**src/rtl/rgb_modulate_pipe.sv**
```systemverilog
// -----------------------------------------------------------------------------
// rgb_modulate_pipe
//
// Multi-channel colour modulator for the shading path. Each beat combines a
// per-channel colour operand `a` with a modulating operand `b` (texture sample
// or light intensity) under a per-beat mode. The path is a STAGES-deep pipeline
// with valid/ready handshakes on both sides. Empty stages fill even while the
// output is stalled.
//
// Parameters
//   CH      number of colour channels processed in parallel (1..4)
//   W       component width in bits (4..16)
//   STAGES  pipeline depth in register stages (1..4). This is the no-stall latency.
//
// Ports
//   clk        clock; all state changes on the rising edge
//   rst_n      asynchronous active-low reset
//   in_valid   input beat present
//   in_ready   block accepts the beat this cycle (combinational from out_ready)
//   in_mode    0 MUL_TRUNC, 1 MUL_NORM, 2 ADD_SAT, 3 PASS_A
//   in_a       operand A, channel k at bits [k*W +: W]
//   in_b       operand B, same packing
//   out_valid  result beat present
//   out_ready  downstream accepts the result
//   out_data   result, same packing
//   out_sat    per-channel flag: ADD_SAT clipped this channel
//
// Optional feature (macro RGB_MOD_STATS_EN)
//   When defined, two more outputs are present. Both reset to 0 and wrap modulo 2^32.
//   stat_beats  count of output transfers
//   stat_sat    count of output transfers with any out_sat bit set
// -----------------------------------------------------------------------------
module rgb_modulate_pipe #(
    parameter int CH     = 3,
    parameter int W      = 8,
    parameter int STAGES = 2
) (
    input  logic            clk,
    input  logic            rst_n,
    input  logic            in_valid,
    output logic            in_ready,
    input  logic [1:0]      in_mode,
    input  logic [CH*W-1:0] in_a,
    input  logic [CH*W-1:0] in_b,
    output logic            out_valid,
    input  logic            out_ready,
    output logic [CH*W-1:0] out_data,
    output logic [CH-1:0]   out_sat
`ifdef RGB_MOD_STATS_EN
    ,
    output logic [31:0]     stat_beats,
    output logic [31:0]     stat_sat
`endif
);

    localparam int LAST = STAGES - 1;
    // Rounding constant for MUL_NORM: 2^(W-1).
    localparam logic [2*W-1:0] HALF = (2*W)'(1) << (W - 1);

    typedef enum logic [1:0] {
        MODE_MUL_TRUNC = 2'd0,
        MODE_MUL_NORM  = 2'd1,
        MODE_ADD_SAT   = 2'd2,
        MODE_PASS_A    = 2'd3
    } mode_e;

    // Stage payload after the multiply. The full product, the full sum and the
    // raw A operand are carried so that any mode can resolve later.
    typedef struct packed {
        mode_e                   mode;
        logic [CH-1:0][2*W-1:0]  prod;
        logic [CH-1:0][W:0]      sum;
        logic [CH-1:0][W-1:0]    a;
    } raw_t;

    // Final per-beat result as presented on the output.
    typedef struct packed {
        logic [CH-1:0][W-1:0] data;
        logic [CH-1:0]        sat;
    } res_t;

    function automatic raw_t make_raw(input logic [1:0]      mode,
                                      input logic [CH*W-1:0] a,
                                      input logic [CH*W-1:0] b);
        raw_t r;
        r.mode = mode_e'(mode);
        for (int k = 0; k < CH; k++) begin
            r.prod[k] = (2*W)'(a[k*W +: W]) * (2*W)'(b[k*W +: W]);
            r.sum[k]  = (W+1)'(a[k*W +: W]) + (W+1)'(b[k*W +: W]);
            r.a[k]    = a[k*W +: W];
        end
        return r;
    endfunction

    function automatic res_t finish(input raw_t r);
        res_t             o;
        logic [2*W-1:0]   norm;
        o = '0;
        for (int k = 0; k < CH; k++) begin
            // The sum cannot exceed 2^(2W) - 2^(W-1) - 1, so 2W bits are enough.
            norm = r.prod[k] + (r.prod[k] >> W) + HALF;
            case (r.mode)
                MODE_MUL_TRUNC: o.data[k] = r.prod[k][2*W-1:W];
                MODE_MUL_NORM:  o.data[k] = W'(norm >> W);
                MODE_ADD_SAT: begin
                    if (r.sum[k][W]) begin
                        o.data[k] = '1;
                        o.sat[k]  = 1'b1;
                    end else begin
                        o.data[k] = r.sum[k][W-1:0];
                    end
                end
                default:        o.data[k] = r.a[k];   // MODE_PASS_A
            endcase
        end
        return o;
    endfunction

    // -------------------------------------------------------------------------
    // Handshake / stall chain
    // -------------------------------------------------------------------------
    logic [STAGES-1:0] valid_q;
    logic [STAGES-1:0] en;          // stage i loads this cycle
    logic [STAGES-1:0] feed_valid;  // valid bit arriving at stage i

    // Stage i can load unless it and every stage after it are full and the
    // output is stalled. Writing the rule in this closed form avoids a
    // self-referencing chain through en[].
    always_comb begin
        // NOTE: give every always_comb output a default first. A path that
        // leaves it unassigned would infer a latch.
        en = '0;
        for (int i = 0; i < STAGES; i++) begin
            en[i] = out_ready |
                    ~(&(valid_q | ((STAGES'(1) << i) - STAGES'(1))));
        end
    end

    assign feed_valid = (valid_q << 1) | STAGES'(in_valid);
    assign in_ready   = en[0];
    assign out_valid  = valid_q[LAST];

    always_ff @(posedge clk or negedge rst_n) begin
        if (!rst_n) begin
            valid_q <= '0;
        end else begin
            // NOTE: sequential state uses non-blocking assignments. Every stage
            // then reads its neighbour's value from before the clock edge.
            for (int i = 0; i < STAGES; i++) begin
                if (en[i]) valid_q[i] <= feed_valid[i];
            end
        end
    end

    // -------------------------------------------------------------------------
    // Datapath registers
    // -------------------------------------------------------------------------
    generate
        if (STAGES == 1) begin : g_single
            res_t res_q;

            always_ff @(posedge clk or negedge rst_n) begin
                if (!rst_n) begin
                    // NOTE: the data registers are reset along with the valid
                    // bits so that out_data and out_sat read 0 out of reset.
                    // These are a few pipeline flops, not a memory array.
                    res_q <= '0;
                end else if (en[0] && in_valid) begin
                    res_q <= finish(make_raw(in_mode, in_a, in_b));
                end
            end

            assign out_data = res_q.data;
            assign out_sat  = res_q.sat;
        end else begin : g_multi
            // raw_q[0] holds the product. Any further raw stages are pure delay.
            raw_t raw_q [STAGES-1];
            res_t res_q;

            always_ff @(posedge clk or negedge rst_n) begin
                if (!rst_n) begin
                    for (int i = 0; i < STAGES - 1; i++) raw_q[i] <= '0;
                end else begin
                    if (en[0] && feed_valid[0])
                        raw_q[0] <= make_raw(in_mode, in_a, in_b);
                    for (int i = 1; i < STAGES - 1; i++) begin
                        if (en[i] && feed_valid[i]) raw_q[i] <= raw_q[i-1];
                    end
                end
            end

            // Rounding, mode select and saturation resolve entering the last stage.
            always_ff @(posedge clk or negedge rst_n) begin
                if (!rst_n) begin
                    res_q <= '0;
                end else if (en[LAST] && feed_valid[LAST]) begin
                    res_q <= finish(raw_q[STAGES-2]);
                end
            end

            assign out_data = res_q.data;
            assign out_sat  = res_q.sat;
        end
    endgenerate

    // -------------------------------------------------------------------------
    // Optional output statistics
    // -------------------------------------------------------------------------
`ifdef RGB_MOD_STATS_EN
    always_ff @(posedge clk or negedge rst_n) begin
        if (!rst_n) begin
            stat_beats <= '0;
            stat_sat   <= '0;
        end else if (out_valid && out_ready) begin
            stat_beats <= stat_beats + 32'd1;
            if (|out_sat) stat_sat <= stat_sat + 32'd1;
        end
    end
`else
    // This build has no statistics counters.
`endif

endmodule

```
**config.mk**
```make
export PLATFORM = sky130hd
export DESIGN_NAME = rgb_modulate_pipe
export DESIGN_NICKNAME = d
export VERILOG_FILES = /design/src/rtl/rgb_modulate_pipe.sv
export SDC_FILE = /design/constraint.sdc
export NUM_CORES = 1
export LEC_CHECK = 0
export BUFFER_PORTS_ARGS = -buffer_cell sky130_fd_sc_hd__clkbuf_2
export CORE_MARGIN = 1
export CORE_UTILIZATION = 30
export CTS_CLUSTER_DIAMETER = 30
export DETAILED_ROUTE_END_ITERATION = 6
export PLACE_DENSITY = 0.56
export SYNTH_ARGS = -nofsm -noshare
export SYNTH_HDL_FRONTEND = slang
export SYNTH_SLANG_ARGS = --single-unit
```
**constraint.sdc**
```tcl
create_clock -name clk -period 4 [get_ports clk]
set_clock_uncertainty 0.15 [all_clocks]
set_input_delay 0.6 -clock clk [delete_from_list [all_inputs] [get_ports clk]]
set_output_delay 0.6 -clock clk [all_outputs]
set_load 0.01 [all_outputs]
```
Word-level counts from Yosys, hierarchy flattened
Cells that the tools add are included.
{"block": "op_classes", "add_sub_neg": 9, "mul": 3, "n_div": 0, "order_cmp": 0, "n_eq_ne": 2, "shift": 0, "muxes": 12, "n_bitwise": 5, "n_reduce_logical": 4}
{"operator": "one-hot mux 8 bit (3 select lines)", "n": 3}
{"operator": "adder 16 x 8 -> 16 bit", "n": 3}
{"operator": "adder 16 x 8 -> 16 bit, second input constant", "n": 3}
{"operator": "multiplier 8 x 8 -> 16 bit", "n": 3}
{"operator": "adder 8 x 8 -> 9 bit", "n": 3}
{"operator": "2-to-1 mux 8 bit", "n": 3}
{"operator": "2-to-1 mux 1 bit", "n": 6}
{"operator": "equality test 2 x 1 -> 1 bit, second input constant", "n": 1}
{"operator": "equality test 2 bit, second input constant", "n": 1}
{"operator": "logical AND 1 bit", "n": 2}
{"operator": "logical NOT 2 bit", "n": 1}
{"operator": "NOT 1 bit", "n": 2}
{"operator": "bitwise OR 1 bit", "n": 2}
{"operator": "bitwise OR 2 x 1 -> 2 bit", "n": 1}
{"operator": "AND reduction 2 bit", "n": 1}
{"block": "totals", "regBits": 130, "latch_bits": 0, "ramBits": 0, "mem_bits_ro": 0, "in_bits": 54, "out_inout_bits": 29, "elab_cells": 51, "n_memories": 0}

Depth between registers and ports, before layout
{"block": "depth", "depth_word": 4, "ltp_mapped": 16, "depth_no_buf": 16}

Least setup slack after synthesis
OpenSTA, ideal clock, no wires.
{"block": "synth_timing", "path_type": "input to register", "start": "input port in_a[12]", "end": "register g_multi.raw_q[82] (netlist name)", "setup_time_ns": 0.087, "arrival_time_ns": 4.266, "t_required_ns": 3.763, "slack_ns": -0.503, "cell_stages": 14, "n_path_buf": 0, "cell_sequence": "ha_1 > fa_1 > fa_1 > fa_1 > inv_1 > fa_1 > inv_1 > ha_1 > o21ai_0 > a21oi_1 > o41ai_2 > a31oi_1 > or4_1 > o211ai_1"}
{"block": "synth_via", "elab_chain_len": 1}
{"element": "start: declaration", "line": "43", "text": "input logic [CH*W-1:0] in_a,"}
{"element": "multiplier 8 x 8 -> 16 bit", "line": "88", "text": "r.prod[k] = (2*W)'(a[k*W +: W]) * (2*W)'(b[k*W +: W]);"}
{"element": "end signal: indexed assignment", "line": "187", "text": "if (en[i] && feed_valid[i]) raw_q[i] <= raw_q[i-1];"}
{"element": "end: declaration", "line": "177", "text": "raw_t raw_q [STAGES-1];"}
No other way between the ends.
A chain may end at the register's enable or synchronous reset.

Worst setup path in the final report
{"block": "layout_timing", "start": "input port in_b[12]", "end": "register g_multi.raw_q[82] (netlist name)"}
{"block": "layout_via", "elab_chain_len": 1}
{"element": "start: declaration", "line": "44", "text": "input logic [CH*W-1:0] in_b,"}
{"element": "multiplier 8 x 8 -> 16 bit", "line": "88"}
No other way between the ends.

==> flow_summary.ini <==
[synth]
syn_area_um2 = 13200
yosys-top-cells-count = nand2_1 (242), inv_1 (190), ha_1 (174)
yosysTopAreaCellShare_pct = 24.7
seq_area_frac_synth_pct = 24.7
ys_types = 52
synth_area_leaders = dfrtp_1 (25%), fa_1 (17%), ha_1 (17%), nand2_1 (6.9%), and2_1 (6.5%)
async_flop_share_pct = 100
postSynthCellCount = 1482
synthFlopType = dfrtp_1
syn-num-nets = 1821
synth_edf_count = 0
synth.most_common_cell = nand2_1
synth.avg_cell_area_um2 = 8.90
yosysTopAreaCell = dfrtp_1
ys_warn_count = 0
ys_ff_latch = 130

[floorplan]
die_width_um = 212
io_pins = 83
initial_core_util_pct = 30.5
row_count = 76
die_h_um = 212
die_area_um2 = 44800
coreArea_um2 = 43300

[clock_network]
cts_tree = yes
clock_sinks = 130
clock_path_buffers = 2
clk_latency_ns = 0.42
htree_num_levels = 4
clock-root-buffer = clkbuf_16
clk_pin_slew_ns = 0.06
cts_buffers = 17

[routing]
routed_wl_um = 35300
drc_errors = 0
drt_iter0_drc = 459
top_layer = met4
first_pass_iters = 5
wl_met3_um = 967
wl_per_cell_um = 15.3
ant_nets = 0
via_per_inst = 4.72
drt-met1-wl_um = 16400
dr_wl_met2_um = 17200
via_count = 10923

[pwr]
ir_worst_vdd_mv = 0.267
power_density_nw_per_um2 = 530
p_leak_uw = 0.00835
power_uw = 8980

[global_routing]
grt-ovfl-total = 0
grt_max_degree = 78
grt_pass1_vias = 11428
antenna_found_initial = 0
grt_pass1_wl_um = 58300
grtUsageTotal_pct = 16.4

[placement]
placedCellCount = 2273
place.gp.congestion = 0.834
dp_slack_ns = -0.849
numPortBuffers = 82
dpl.hpwl_um = 28100

[setup_path]
crit_required_ns = 4.18
startpoint_type = primary input
critPathMaxStageDelay_ns = 0.56
reg2reg_from = g_multi.raw_q[80]
worstSetupStartpoint = in_b[12]
cp.arrival_ns = 4.45
path_class = in -> reg
ff2ff_path_depth = 8
crit_fanout = 5
cpMostUsedCell = fa_1
slowest_stage = fa_1
crit_chain = clkbuf_16 > nand2_8 > fa_1 > fa_1 > inv_2 > fa_1 > inv_1 > fa_1 > inv_2 > ha_4 > o21a_1 > o31a_1 > o41ai_4 > a31oi_2 > or4_1 > o211ai_1
end_kind = flip-flop

[sta]
hold_viol = 0
maxSlewViolCount = 0
max_freq_mhz = 234
setup_ws_ns = -0.267
tns_ns = -0.767
maxSlewHeadroom_pct = 38.6
period_share_pct = 107
setup-violations-final = 8
worst_slew_pin_slew_ns = 0.922
fin_crit_ns = 4.27
rsz0062_at_grt = true

[finish]
instances_no_fill = 2313
final_nets = 2055
syn_to_final_growth_pct = 28.6
antenna_cells = 0
post_route_cells_drive_above_1_share_pct = 22.9
fin_util_pct = 39.2

[job]
drv_cap = 0

[run_status]
failed_checks = negative setup slack
status = complete, but fails checks

[min_path]
min_path_type = in -> async
## area by class of cell
type / instances / area (um2)
repair buffers: 252 / 1990
flip-flops and latches: 130 / 3250
multi-input cells: 1124 / 9660
clock inverters: 14 / 179
clock buffers: 17 / 425
well taps: 585 / 732
inverters: 191 / 717
fillers: 4353 / 26300
## final timing paths
| check | slack [ns] | end |
|---|---|---|
| worst max-delay path | -0.27 | g_multi.raw_q[82] |
| worst min-delay path | 0.06 | g_multi.raw_q[71] |
| worst max register to register | 1.10 | out_data[13] |
| worst min register to register | 0.33 | out_data[11] |
| max in group asynchronous | 2.81 | g_multi.raw_q[34] |
| min in group clk | 0.28 | g_multi.raw_q[100] |
## power by group
| part | internal, uW | switching (uW) |
|---|---|---|
| registers | 1700 | 442 |
| logic | 2540 | 2690 |
| clock network | 986 | 616 |
## what timing repair did
action | CTS | global route
setup buffers | 2 | 7
setup endpoints to repair | 20 | 22
resized for setup | 71 | 76
hold buffers | 0 | 0
pin swaps | 40 | 42
## stage by stage
step                hold slack, ns  cell area (um2)
floorplan                    0.154            13500
global placement             0.311            15700
detailed placement           0.314            15700
CTS                          0.105            16700
global route                 0.130            17000
finish                      0.0643            17000
## critical path: cells and delay by family
family                     cells  cell delay (ns)
and+or+nand+nor                2             0.53
adders and majority gates      5             2.21
AOI/OAI and AO/OA              5             0.84
buffers and inverters          4             0.25
## cells by family (layout without fill, tap and decap cells)
logic type	count (synthesis)	after routing	share of synthesized area, %
DFF	130	130	24.7
and+or+nand+nor	510	510	18.6
AOI/OAI and AO/OA	269	269	12.9
xor gates and xnor gates	58	58	3.85
muxes	2	2	0.152
adders and majority gates	285	285	33.3
buffers and inverters	228	474	6.49
## sequential cells by signal, summed over array words and instances, names as in the netlist
register       cells
out_sat            3
out_data          24
valid_q            2
g_multi.raw_q    101
## routing by layer
layer	vias up	GRT usage, %
met4	0	4.90
li1	5378	-
met3	39	2.09
met2	147	27.7
met1	5359	21.8
met5	-	0
## cells in the final DEF (no fill, tap or decap), types with 7 or more instances in the layout
cell         n
and2_4      15
a31oi_1     11
and2_1     121
nand3_1     15
o21ai_0     65
clkbuf_2    53
and3_1       7
xnor2_1     27
nand2b_1    10
o221ai_1    22
inv_2        9
nor2_1      41
a21oi_1     38
or2_2        8
o21ai_1     24
ha_4        17
o21a_1      12
clkbuf_8    10
buf_6       10
a21o_1      14
clkbuf_16   21
inv_1      181
a211oi_1    10
buf_4      166
ha_2         7
o21bai_1     9
o211ai_1     8
o22ai_1     12
fa_1       105
ha_1       150
xor2_1      24
nand2_1    233
nand4_1      8
nor3_1      15
dfrtp_1    130
Note: power is estimated with default switching activity, not from simulation.
